===== config.mk =====
export PLATFORM = sky130hd
export DESIGN_NAME = imm_decode_stage
export DESIGN_NICKNAME = d
export VERILOG_FILES = /design/src/rtl/imm_pkg.sv /design/src/rtl/imm_extract.sv /design/src/rtl/imm_decode_stage.sv
export SDC_FILE = /design/constraint.sdc
export NUM_CORES = 1
export LEC_CHECK = 0
export BUFFER_PORTS_ARGS = -buffer_cell sky130_fd_sc_hd__buf_2
export CAP_MARGIN = 10
export CORE_MARGIN = 2
export CORE_UTILIZATION = 46
export CTS_CLUSTER_SIZE = 24
export DETAILED_ROUTE_END_ITERATION = 6
export MAX_ROUTING_LAYER = met4
export PLACE_DENSITY = 0.84
export SYNTH_ARGS = -nofsm -noshare
export SYNTH_HDL_FRONTEND = slang
export SYNTH_SLANG_ARGS = --single-unit

===== constraint.sdc =====
create_clock -name clk -period 3.41 [get_ports clk]
set_input_delay 1.023 -clock clk [delete_from_list [all_inputs] [get_ports clk]]
set_output_delay 1.023 -clock clk [all_outputs]
set_load 0.01 [all_outputs]

===== src/rtl/imm_pkg.sv =====
// Shared immediate-type codes and RV64I base opcodes for the decode stage.
package imm_pkg;

  typedef enum logic [2:0] {
    IMM_I    = 3'b000,
    IMM_S    = 3'b001,
    IMM_SB   = 3'b010,
    IMM_U    = 3'b011,
    IMM_UJ   = 3'b100,
    IMM_NONE = 3'b101,
    IMM_ILL  = 3'b111
  } imm_type_e;

  localparam logic [6:0] OPC_LOAD    = 7'b0000011;
  localparam logic [6:0] OPC_OPIMM   = 7'b0010011;
  localparam logic [6:0] OPC_OPIMM32 = 7'b0011011;
  localparam logic [6:0] OPC_JALR    = 7'b1100111;
  localparam logic [6:0] OPC_MISCMEM = 7'b0001111;
  localparam logic [6:0] OPC_SYSTEM  = 7'b1110011;
  localparam logic [6:0] OPC_STORE   = 7'b0100011;
  localparam logic [6:0] OPC_BRANCH  = 7'b1100011;
  localparam logic [6:0] OPC_LUI     = 7'b0110111;
  localparam logic [6:0] OPC_AUIPC   = 7'b0010111;
  localparam logic [6:0] OPC_JAL     = 7'b1101111;
  localparam logic [6:0] OPC_OP      = 7'b0110011;
  localparam logic [6:0] OPC_OP32    = 7'b0111011;

endpackage


===== src/rtl/imm_extract.sv =====
// Combinational opcode classifier and immediate builder; the immediate is
// assembled as a 32-bit signed value and then replicated out to XLEN.
module imm_extract
  import imm_pkg::*;
#(
  parameter int XLEN = 64
) (
  input  logic [31:0]     instr,
  output logic [2:0]      imm_type,
  output logic [XLEN-1:0] imm,
  output logic            illegal
);

  imm_type_e   kind;
  logic [31:0] raw;

  // Every legal opcode ends in 2'b11, so the default arm also catches instr[1:0]!=11.
  always_comb begin
    kind = IMM_ILL;
    raw  = '0;
    case (instr[6:0])
      OPC_LOAD, OPC_OPIMM, OPC_OPIMM32, OPC_JALR, OPC_MISCMEM, OPC_SYSTEM: begin
        kind = IMM_I;
        raw  = {{20{instr[31]}}, instr[31:20]};
      end
      OPC_STORE: begin
        kind = IMM_S;
        raw  = {{20{instr[31]}}, instr[31:25], instr[11:7]};
      end
      OPC_BRANCH: begin
        kind = IMM_SB;
        raw  = {{19{instr[31]}}, instr[31], instr[7], instr[30:25], instr[11:8], 1'b0};
      end
      OPC_LUI, OPC_AUIPC: begin
        kind = IMM_U;
        raw  = {instr[31:12], 12'b0};
      end
      OPC_JAL: begin
        kind = IMM_UJ;
        raw  = {{11{instr[31]}}, instr[31], instr[19:12], instr[20], instr[30:21], 1'b0};
      end
      OPC_OP, OPC_OP32: begin
        kind = IMM_NONE;
      end
      default: begin
        kind = IMM_ILL;
      end
    endcase
  end

  assign imm_type  = kind;
  assign illegal   = (kind == IMM_ILL);
  assign imm[31:0] = raw;

  genvar gi;
  generate
    for (gi = 32; gi < XLEN; gi++) begin : g_sext
      assign imm[gi] = raw[31];
    end
  endgenerate

endmodule


===== src/rtl/imm_decode_stage.sv =====
// One-deep registered decode stage: valid/ready pipeline register with flush
// around imm_extract, plus a saturating count of accepted illegal words.
module imm_decode_stage
  import imm_pkg::*;
#(
  parameter int XLEN  = 64,
  parameter int CNT_W = 16
) (
  input  logic             clk,
  input  logic             rst,
  input  logic             flush,
  input  logic             in_valid,
  output logic             in_ready,
  input  logic [31:0]      in_instr,
  input  logic [XLEN-1:0]  in_pc,
  output logic             out_valid,
  input  logic             out_ready,
  output logic [XLEN-1:0]  out_pc,
  output logic [2:0]       out_imm_type,
  output logic [XLEN-1:0]  out_imm,
  output logic             out_illegal,
  output logic [CNT_W-1:0] illegal_cnt
);

  logic [2:0]       dec_type;
  logic [XLEN-1:0]  dec_imm;
  logic             dec_illegal;
  logic             accept;

  logic             valid_reg;
  logic [XLEN-1:0]  pc_reg;
  logic [2:0]       type_reg;
  logic [XLEN-1:0]  imm_reg;
  logic             illegal_reg;
  logic [CNT_W-1:0] cnt_reg;

  imm_extract #(
    .XLEN(XLEN)
  ) u_extract (
    .instr    (in_instr),
    .imm_type (dec_type),
    .imm      (dec_imm),
    .illegal  (dec_illegal)
  );

  // Ready depends only on held state and downstream, never on in_valid.
  assign in_ready = !valid_reg || out_ready;
  assign accept   = in_valid && in_ready && !flush;

  always_ff @(posedge clk) begin
    if (rst) begin
      valid_reg   <= 1'b0;
      pc_reg      <= '0;
      type_reg    <= IMM_I;
      imm_reg     <= '0;
      illegal_reg <= 1'b0;
      cnt_reg     <= '0;
    end else begin
      if (flush) begin
        valid_reg <= 1'b0;
      end else if (accept) begin
        valid_reg <= 1'b1;
      end else if (out_ready) begin
        valid_reg <= 1'b0;
      end

      // Data only moves on accept, which keeps a stalled entry stable.
      if (accept) begin
        pc_reg      <= in_pc;
        type_reg    <= dec_type;
        imm_reg     <= dec_imm;
        illegal_reg <= dec_illegal;
      end

      if (accept && dec_illegal && (cnt_reg != {CNT_W{1'b1}})) begin
        cnt_reg <= cnt_reg + CNT_W'(1);
      end
    end
  end

  assign out_valid    = valid_reg;
  assign out_pc       = pc_reg;
  assign out_imm_type = type_reg;
  assign out_imm      = imm_reg;
  assign out_illegal  = illegal_reg;
  assign illegal_cnt  = cnt_reg;

endmodule


==> results of run 1 <==
-- cells by family after synthesis --
kind of cell	count (synthesis)	share of synthesized area, %
AO/OA/AOI/OAI	147	16.8
XOR/XNOR	2	0.343
adder cells (fa/ha/maj)	1	0.245
buffers and inverters	82	8.98
AND/OR/NAND/NOR	279	24.6
flip-flops	117	45.8
multiplexers	15	3.23
-- synthesized netlist by cell type, drive strengths merged, types with 2 or more instances --
| library cell | instances |
|---|---|
| a211oi | 4 |
| a21boi | 2 |
| a21o | 3 |
| a21oi | 81 |
| a22oi | 16 |
| a31oi | 11 |
| and2 | 4 |
| and3 | 2 |
| buf | 48 |
| clkbuf | 31 |
| dfxtp | 117 |
| inv | 3 |
| mux2 | 12 |
| mux2i | 3 |
| nand2 | 163 |
| nand2b | 3 |
| nand3 | 22 |
| nand3b | 2 |
| nand4 | 2 |
| nor2 | 34 |
| nor2b | 14 |
| nor3 | 7 |
| nor3b | 2 |
| nor4 | 8 |
| nor4b | 4 |
| o21ai | 16 |
| o2bb2ai | 2 |
| o31ai | 5 |
| or3 | 2 |
| or4 | 4 |
-- worst paths after layout --
check                    endpoint
setup reg to reg  illegal_cnt[12]
hold reg to reg       out_imm[13]
setup / recovery         in_ready
hold / removal        out_imm[13]
-- layout by cell type, fill, tap and decap left out, types with 3 or more instances in the layout --
master,n
or4_1,4
nand3_1,22
nor4_1,8
clkbuf_16,16
a211oi_1,4
mux2i_1,3
dfxtp_1,117
clkbuf_1,3
a21o_1,3
o21ai_0,16
a22oi_1,16
a21oi_1,81
nand2_1,163
and2_1,3
buf_2,249
clkinv_2,4
nor2_1,34
nor2b_1,14
nor4b_1,4
buf_4,7
nor3_1,6
inv_1,3
nand2b_1,3
a31oi_1,11
mux2_2,12
o31ai_1,5
clkbuf_8,3
-- metrics by stage --
| stage | setup WS, ns | total power, W | hold slack [ns] |
|---|---|---|---|
| finish | 0.808 | 0.00342 | 0.448 |
| global route | 0.625 | 0.00355 | 0.464 |
| global placement | 0.474 | 0.00178 | 0.431 |
| detailed placement | 0.423 | 0.00178 | 0.436 |
| CTS | 0.798 | 0.00345 | 0.450 |
| floorplan | 0.562 | 0.00164 | 0.476 |
-- layout make-up --
class	instances	area share, %
Tap cell	140	2.60
Timing Repair Buffer	258	19.8
Clock inverter	9	1.54
Multi-Input combinational cell	444	34.4
Inverter	3	0.167
Sequential cell	117	34.7
Clock buffer	22	6.71
-- power breakdown --
part / total, W / internal (W) / leakage, nW / switching, W
sequential: 0.00143 / 0.00141 / 0.952 / 0.0000215
combinational: 0.000322 / 0.000128 / 1.88 / 0.000194
clock: 0.00166 / 0.00107 / 0.271 / 0.000595
total: 0.00342 / 0.00261 / 3.10 / 0.000811
-- state kept, by name (all words and copies together) (netlist names) --
register,count
out_pc,64
out_imm,32
illegal_cnt,16
out_imm_type,3
out_illegal,1
out_valid,1
-- worst reg2reg max path, delay by kind of cell (launching register included) --
| kind | cells | cell delay (ns) |
|---|---|---|
| flops | 1 | 0.40 |
| simple gates | 4 | 1.10 |
| mux | 1 | 0.37 |
| fa+ha+maj | 1 | 0.23 |
-- routing by layer --
metal / track usage, % / wire [um] / up-vias
li1: - / - / 2567
met1: 28.5 / 5920 / 2342
met2: 36.6 / 7100 / 193
met3: 6.16 / 1060 / 24
met4: 10.4 / 287 / 0
met5: - / 0 / -
==> impl_metrics.csv, run 1 <==
group,metric,value,unit
cells_and_area,final_cells,993,
place,gp_congestion,0.925,
global_route,grt_use_total,23.5,%
critical_path,path_cells,"buf_2 > nor2b_1 > inv_1 > buf_2",
critical_path,ff2ff_setup_slack,1.20,ns
routing,ant_nets,0,
power_and_ir_drop,power_density,507,nW/um^2
synthesis,synth_cell_type_count,50,
global_route,grt_pass1_vias,4394,
clock_tree,post_cts_buffers,0,
clock_tree,cts_tree,"built",
clock_tree,clkSinkCount,117,
floorplan,dieHeight,109,um
floorplan,io_pins,251,
clock_tree,path_clk_slew,0.06,ns
clock_tree,clockBufferDepth,2,
synthesis,synth-seq-area-share,45.8,%
outcome,outcome,"complete, no violations",
synthesis,synth_nets,745,
cells_and_area,final_util,62.2,%
hold_path,hp-start,"out_imm[13]",
synthesis,avgSynthCellArea,7.95,sq um
clock_tree,clock_latency,0.51,ns
synthesis,ys.warnings.count,0,
floorplan,rows,38,
power_and_ir_drop,p_leak,3.10,nW
cells_and_area,multiInputGateArea,2320,sq um
critical_path,crit_type,"in -> out",
clock_tree,cts_buffers,17,
synthesis,ys_async_sr_fraction,0,%
synthesis,synth_top_cell_area_share,45.8,%
critical_path,arrival,1.58,ns
synthesis,synth-seq-cells,117,
critical_path,path_common_cell,"buf_2",
critical_path,cp_max_fo,3,
synthesis,syn_area,5110,sq um
cells_and_area,antennaDiodeCount,0,
cells_and_area,area_growth,31.9,%
global_route,grt_pass1_wl,21400,um
clock_tree,cts_hold_buf,0,
global_route,grt_overflow,0,
place,hpwl,10000,um
routing,wl_per_cell,14.5,um
synthesis,yosys.area.top_type,"dfxtp_1",
critical_path,max_stage_delay,0.22,ns
critical_path,critPathRequiredTime,2.39,ns
timing,slew_violations,0,
place,placed_cells,962,
routing,viasPerCell,5.16,
global_route,antenna_found_initial,0,
critical_path,worstSetupEndpointType,"output pin",
routing,drt_iter0_drc,411,
floorplan,die_area,12000,sq um
power_and_ir_drop,max-vdd-ir-drop,0.354,mV
critical_path,crit_path_start,"out_ready",
timing,rsz0062_at_grt,"false",
timing,final_hold_viol_count,0,
clock_tree,cts_resized,0,
critical_path,cp_num_buf_inv,3,
synthesis,synthFlopType,"dfxtp_1",
synthesis,postSynthCellCount,643,
timing,setup_viol,0,
global_route,grt_max_degree,91,
clock_tree,htreeDepth,4,
cells_and_area,drive_gt1_share,35.6,%
routing,drcViolationCount,0,
hold_path,hp-class,"reg -> reg",
critical_path,crit_family,"buffers and inverters",
routing,vias,5126,
synthesis,synth_edf_count,0,
timing,layout_min_cycle_time,2.60,ns
critical_path,r2r_start,"illegal_cnt[0]",
cells_and_area,final_nets,943,
timing,finalSetupTns,0,ns
floorplan,start_util,47.2,%
timing,max_freq,384,MHz
critical_path,startpoint_type,"input pin",
timing,tightest_slew,1.11,ns
routing,routed_wl,14400,um
place,place_area,6190,sq um
critical_path,cpMaxStageDelayCell,"nor2b_1",
cells_and_area,regArea,2340,sq um
cells_and_area,fin_area,6750,sq um
place,port_buffers,250,
clock_tree,root_buffer,"clkbuf_8",
critical_path,r2r_cells,6,
hold_path,hold_depth,2,
job,maxCapViolations,0,
routing,firstDrtPassIters,5,
timing,fin_skew,0.0110,ns
critical_path,path_depth,4,
synthesis,synth_area_leaders,"dfxtp_1 (46%), nand2_1 (12%), a21oi_1 (7.9%), buf_4 (4.8%), mux2_2 (2.6%)",
cells_and_area,fillerInstances,978,
floorplan,core-area,10800,sq um
floorplan,fp.dieW,109,um
timing,fin_crit_sh,76.3,%
timing,relSlewSlack,25.0,%
Power figures use the tool's default switching activity.
==> run 2, diff against run 1 <==
--- a/config.mk
+++ b/config.mk
@@ -5,14 +5,15 @@
 export SDC_FILE = /design/constraint.sdc
 export NUM_CORES = 1
 export LEC_CHECK = 0
+export ABC_AREA = 1
 export BUFFER_PORTS_ARGS = -buffer_cell sky130_fd_sc_hd__buf_2
 export CAP_MARGIN = 10
 export CORE_MARGIN = 2
-export CORE_UTILIZATION = 46
+export CORE_UTILIZATION = 42
 export CTS_CLUSTER_SIZE = 24
 export DETAILED_ROUTE_END_ITERATION = 6
 export MAX_ROUTING_LAYER = met4
-export PLACE_DENSITY = 0.84
+export PLACE_DENSITY = 0.8
 export SYNTH_ARGS = -nofsm -noshare
 export SYNTH_HDL_FRONTEND = slang
 export SYNTH_SLANG_ARGS = --single-unit
==> constraint.sdc (replaced) <==
create_clock -name clk -period 2.2 [get_ports clk]
set_input_delay 0.66 -clock clk [delete_from_list [all_inputs] [get_ports clk]]
set_output_delay 0.66 -clock clk [all_outputs]
set_load 0.01 [all_outputs]
==> run 2 against run 1 <==
  * Via count grew 7.9%
  * Hold slack better by 0.013 ns
  * Synthesized cell count increased by 16%
  * Sequential share of layout area is 1.8 points lower
  * Cell count rose by 16%
  * Core utilization is 5.1 points lower
  * Die area increased by 13%
  * Critical path type is now reg -> out
  * Largest power group unchanged
==> impl_metrics.csv, run 2 <==
group,metric,value,unit
outcome,outcome,"complete, no violations",
critical_path,r2r_cells,10,
critical_path,cp_max_fo,2,
power_and_ir_drop,swShare,25.9,%
synthesis,synth_cell_type_count,32,
critical_path,critPathRequiredTime,1.54,ns
synthesis,yosys.area.top_type,"dfxtp_1",
critical_path,path_cells,"inv_1 > nor2_1 > inv_1 > buf_2",
timing,fin_skew,0.00677,ns
routing,ant_nets,0,
cells_and_area,antennaDiodeCount,0,
power_and_ir_drop,p_seq_share,43.0,%
critical_path,worstSetupEndpointType,"output pin",
routing,wl_per_cell,13.2,um
synthesis,synth_area_leaders,"dfxtp_1 (44%), nor2_1 (11%), nand2_1 (11%), o21ai_0 (6.4%), buf_4 (4.7%)",
power_and_ir_drop,pwr-share-clk,46.3,%
routing,firstDrtPassIters,5,
timing,tightest_slew,0.377,ns
power_and_ir_drop,internal_power,0.00389,W
cells_and_area,final_util,57.1,%
clock_tree,cts_buffers,17,
floorplan,core-area,12500,sq um
hold_path,hp-class,"reg -> reg",
place,port_buffers,250,
place,gp_congestion,0.922,
timing,max_freq,493,MHz
global_route,grt_use_total,21.6,%
timing,setup_viol,0,
cells_and_area,final_nets,1065,
critical_path,crit_family,"flip-flops",
critical_path,path_depth,4,
timing,hold_ws,0.461,ns
job,maxCapViolations,0,
synthesis,avgSynthCellArea,7.11,sq um
power_and_ir_drop,power_density,738,nW/um^2
timing,final_hold_viol_count,0,
clock_tree,clockBufferDepth,2,
floorplan,io_pins,251,
routing,routed_wl,15100,um
synthesis,synth_top_cell_area_share,44.1,%
synthesis,synth-seq-area-share,44.1,%
floorplan,dieHeight,116,um
timing,fin_crit_sh,92.3,%
critical_path,cp-endpoint,"in_ready",
global_route,grt_max_degree,68,
global_route,grt_pass1_vias,4804,
floorplan,die_area,13600,sq um
routing,drt_iter0_drc,507,
synthesis,ys.warnings.count,0,
cells_and_area,fillerInstances,1194,
clock_tree,cts_tree,"built",
clock_tree,cts_resized,0,
clock_tree,root_buffer,"clkbuf_16",
place,hpwl,10600,um
synthesis,synthFlopType,"dfxtp_1",
cells_and_area,drive_gt1_share,34.9,%
power_and_ir_drop,switchingPower,0.00136,W
critical_path,r2r_start,"illegal_cnt[1]",
critical_path,path_common_cell,"inv_1",
synthesis,postSynthCellCount,747,
global_route,grt_pass1_wl,22700,um
routing,viasPerCell,4.82,
floorplan,rows,41,
global_route,grt_overflow,0,
timing,slew_violations,0,
timing,rsz0062_at_grt,"false",
power_and_ir_drop,pwr-share-comb,10.7,%
clock_tree,htreeDepth,4,
critical_path,arrival,1.37,ns
routing,vias,5533,
clock_tree,clock_latency,0.41,ns
clock_tree,post_cts_buffers,0,
critical_path,crit_path_start,"out_valid",
cells_and_area,area_growth,34.2,%
cells_and_area,most-common-layout-cells,"buf_2 (250), nor2_1 (158), nand2_1 (153), dfxtp_1 (116), o21ai_0 (68)",
power_and_ir_drop,max-vdd-ir-drop,0.499,mV
synthesis,synth_nets,849,
synthesis,synth_most_common_cell,"nor2_1",
synthesis,synth_edf_count,0,
clock_tree,cts_hold_buf,0,
critical_path,cpMaxStageDelayCell,"dfxtp_1",
global_route,antenna_found_initial,0,
floorplan,start_util,42.6,%
critical_path,ff2ff_setup_slack,0.44,ns
timing,layout_min_cycle_time,2.03,ns
cells_and_area,final_common_cell,"buf_2",
timing,finalSetupTns,0,ns
floorplan,fp.dieW,116,um
critical_path,crit_type,"reg -> out",
critical_path,startpoint_type,"register",
synthesis,syn_area,5310,sq um
timing,relSlewSlack,74.8,%
power_and_ir_drop,p_leak,3.62,nW
synthesis,ys_async_sr_fraction,0,%
critical_path,cp_num_buf_inv,3,
clock_tree,clkSinkCount,117,
synthesis,synth-seq-cells,117,
cells_and_area,largest_register_ffs,64,
critical_path,max_stage_delay,0.36,ns
routing,drcViolationCount,0,
synthesis,netlist_top_cells_count,"nor2_1 (158), nand2_1 (153), dfxtp_1 (117), o21ai_0 (68), a21oi_1 (40)",
critical_path,rr_endpoint,"illegal_cnt[0]",
clock_tree,path_clk_slew,0.05,ns
[run 2: cells by family (layout without fill, tap and decap cells)]
kind of cell               count (synthesis)  after routing  synth area share (%)
DFF                                      117            117                  44.1
adders and majority gates                  1              1                 0.236
AOI/OAI and AO/OA                        121            121                  12.3
buffers and inverters                    102            330                  9.90
and+or+nand+nor                          397            397                  32.0
xor gates and xnor gates                   9              9                  1.48
[run 2: per-stage QoR]
| step | std cells | area [sq um] | worst slack [ns] | total power [W] |
|---|---|---|---|---|
| floorplan | 747 | 5310 | 0.264 | 0.00259 |
| global placement | 1116 | 6600 | 0.0698 | 0.00285 |
| global route | 1147 | 7120 | 0.0805 | 0.00547 |
| finish | 1147 | 7120 | 0.170 | 0.00525 |
| CTS | 1147 | 7120 | 0.0749 | 0.00530 |
| detailed placement | 1116 | 6600 | 0.0354 | 0.00286 |
[run 2: worst min-delay path by stage]
stage             endpoint  cells past startpoint         from  slack [ns]
2_1_floorplan  out_illegal                      2  out_illegal        0.49
3_3_place_gp    out_imm[0]                      2   out_imm[0]        0.45
3_5_place_dp    out_imm[0]                      2   out_imm[0]        0.45
4_1_cts         out_pc[41]                      3    in_pc[41]        0.45
5_1_grt          out_valid                      2        flush        0.47
6_report       out_imm[15]                      2  out_imm[15]        0.46
[run 2: final cells by class]
type	instances	area [sq um]	area share, %
inverters	27	101	1.42
multi-input cells	528	2450	34.4
repair buffers	272	1490	20.9
well taps	172	215	3.02
clock buffers	18	439	6.17
flip-flops and latches	117	2340	32.9
clock inverters	13	83.8	1.18
[run 2: metal layers]
| layer | part of all wire, % | GRT usage (%) | wire length [um] | up-vias |
|---|---|---|---|---|
| met5 | 0 | - | 0 | - |
| met4 | 1.6 | 8.02 | 243 | 0 |
| met3 | 6.2 | 4.83 | 934 | 22 |
| met2 | 49 | 33.6 | 7390 | 182 |
| met1 | 43 | 27.7 | 6560 | 2526 |
| li1 | - | - | - | 2803 |
[run 2: power groups by stage]
stage | clock, W | combinational [W] | sequential [W]
finish | 0.00243 | 0.000563 | 0.00226
CTS | 0.00248 | 0.000564 | 0.00226
global route | 0.00257 | 0.000625 | 0.00227
floorplan | 0 | 0.000240 | 0.00235
global placement | 0 | 0.000554 | 0.00230
detailed placement | 0 | 0.000562 | 0.00230
[run 2: tightest hold or removal path, cell delays in order, from the launching register on]
cell     delay (ns)
dfxtp_1        0.30
nand2_1        0.06
a21oi_1        0.05
==> run 3, diff against run 2 <==
--- a/config.mk
+++ b/config.mk
@@ -9,11 +9,11 @@
 export BUFFER_PORTS_ARGS = -buffer_cell sky130_fd_sc_hd__buf_2
 export CAP_MARGIN = 10
 export CORE_MARGIN = 2
-export CORE_UTILIZATION = 42
+export CORE_UTILIZATION = 50
 export CTS_CLUSTER_SIZE = 24
 export DETAILED_ROUTE_END_ITERATION = 6
 export MAX_ROUTING_LAYER = met4
-export PLACE_DENSITY = 0.8
+export PLACE_DENSITY = 0.89
 export SYNTH_ARGS = -nofsm -noshare
 export SYNTH_HDL_FRONTEND = slang
 export SYNTH_SLANG_ARGS = --single-unit
==> constraint.sdc (replaced) <==
create_clock -name clk -period 2.4 [get_ports clk]
set_input_delay 0.72 -clock clk [delete_from_list [all_inputs] [get_ports clk]]
set_output_delay 0.72 -clock clk [all_outputs]
set_load 0.01 [all_outputs]
==> run 3 against run 2 <==
  * Clock power about the same
  * Routed wire length up 0.15%
  * Design area fell by 1.1%
  * Worst setup slack better by 0.18 ns
  * Critical endpoint unchanged
  * Cell count decreased by 3.8%
  * Combinational power fell by 11%
  * Die area shrank 15%
  * Highest routed layer unchanged
==> impl_metrics.csv, run 3 (same netlist as run 2, synthesis figures left out) <==
group,metric,value,unit
timing,layout_min_cycle_time,2.05,ns
timing,final_hold_viol_count,0,
cells_and_area,antennaDiodeCount,0,
critical_path,worstSetupEndpointType,"output pin",
cells_and_area,final_cells,1103,
power_and_ir_drop,swShare,25.5,%
cells_and_area,most-common-layout-cells,"buf_2 (250), nor2_1 (158), nand2_1 (153), dfxtp_1 (116), o21ai_0 (68)",
routing,firstDrtPassIters,5,
floorplan,fp.dieW,107,um
power_and_ir_drop,pwr-share-comb,10.0,%
clock_tree,root_buffer,"clkbuf_8",
global_route,grt_use_total,26.7,%
global_route,antenna_found_initial,0,
timing,max_freq,487,MHz
cells_and_area,regArea,2340,sq um
power_and_ir_drop,pwr-share-clk,48.7,%
timing,fin_skew,0.00782,ns
clock_tree,clock_latency,0.50,ns
timing,rsz0062_at_grt,"false",
global_route,grt_overflow,0,
cells_and_area,area_growth,32.7,%
routing,drcViolationCount,0,
clock_tree,post_cts_buffers,0,
power_and_ir_drop,internal_power,0.00374,W
global_route,grt_max_degree,68,
floorplan,rows,37,
cells_and_area,largest_register_ffs,64,
critical_path,cp_max_fo,2,
power_and_ir_drop,p_seq_share,41.3,%
power_and_ir_drop,p_leak,3.58,nW
critical_path,arrival,1.33,ns
floorplan,start_util,51.4,%
clock_tree,path_clk_slew,0.06,ns
cells_and_area,fillerInstances,903,
critical_path,startpoint_type,"register",
routing,ant_nets,0,
power_and_ir_drop,switchingPower,0.00128,W
power_and_ir_drop,max-vdd-ir-drop,0.520,mV
clock_tree,cts_buffers,17,
routing,routed_wl,15200,um
cells_and_area,multiInputGateArea,2450,sq um
clock_tree,cts_resized,0,
clock_tree,htreeDepth,4,
timing,finalSetupTns,0,ns
critical_path,crit_type,"reg -> out",
timing,setup_viol,0,
clock_tree,cts_hold_buf,0,
global_route,grt_pass1_wl,23900,um
outcome,outcome,"complete, no violations",
place,hpwl,10500,um
clock_tree,clkSinkCount,117,
cells_and_area,final_common_cell,"buf_2",
timing,slew_violations,0,
place,port_buffers,250,
floorplan,io_pins,251,
routing,drt_iter0_drc,354,
clock_tree,clockBufferDepth,2,
critical_path,ff2ff_setup_slack,0.46,ns
power_and_ir_drop,power_density,712,nW/um^2
cells_and_area,final_nets,1056,
job,maxCapViolations,0,
timing,relSlewSlack,63.4,%
place,gp_congestion,0.854,
floorplan,dieHeight,107,um
routing,vias,5551,
floorplan,die_area,11500,sq um
timing,fin_crit_sh,85.5,%
cells_and_area,drive_gt1_share,34.3,%
routing,viasPerCell,5.03,
routing,wl_per_cell,13.7,um
floorplan,core-area,10300,sq um
clock_tree,cts_tree,"built",
critical_path,critPathRequiredTime,1.68,ns
hold_path,hp-class,"in -> reg",
place,placed_cells,1071,
timing,tightest_slew,0.549,ns
global_route,grt_pass1_vias,5018,
-- run 3: metal layers --
layer	track usage, %	wire, um	part of all wire [%]
met1	31.8	6170	41
met2	43.8	7720	51
met3	6.08	950	6.3
met4	10.8	312	2.1
met5	-	0	0
-- run 3: worst max-delay path: stages (launching register included) --
cell	delay [ns]
dfxtp_1	0.33
inv_1	0.04
nor2_1	0.21
inv_1	0.09
buf_2	0.15
-- run 3: power by group through the flow --
stage	Combinational (W)	Clock, W	Sequential, W
2_1_floorplan	0.000220	0	0.00215
3_3_place_gp	0.000488	0	0.00211
3_5_place_dp	0.000498	0	0.00211
4_1_cts	0.000502	0.00249	0.00207
5_1_grt	0.000553	0.00258	0.00208
6_report	0.000503	0.00244	0.00207
-- run 3: layout make-up --
cell class	count	share of cell area (%)
Clock buffer	18	6.07
Clock inverter	14	2.20
Inverter	27	1.44
Multi-Input combinational cell	528	34.7
Sequential cell	117	33.3
Tap cell	136	2.42
Timing Repair Buffer	263	19.9
-- run 3: path summary, 6_finish.rpt --
check,end,from,depth (start not counted)
max,in_ready,out_valid,4
min,out_valid,flush,2
max reg2reg,illegal_cnt[0],illegal_cnt[1],10
min reg2reg,out_imm[27],out_imm[27],2
-- run 3: per-stage QoR --
stage / utilization [%] / hold WS [ns] / cell area, sq um / total power (W) / setup WS, ns
3_5_place_dp: 62.6 / 0.454 / 6460 / 0.00261 / 0.162
6_report: 68.2 / 0.432 / 7040 / 0.00501 / 0.349
4_1_cts: 68.2 / 0.401 / 7040 / 0.00506 / 0.0760
2_1_floorplan: - / 0.490 / 5310 / 0.00237 / 0.404
3_3_place_gp: 62.6 / 0.449 / 6460 / 0.00260 / 0.232
5_1_grt: 68.2 / 0.409 / 7040 / 0.00521 / 0.205
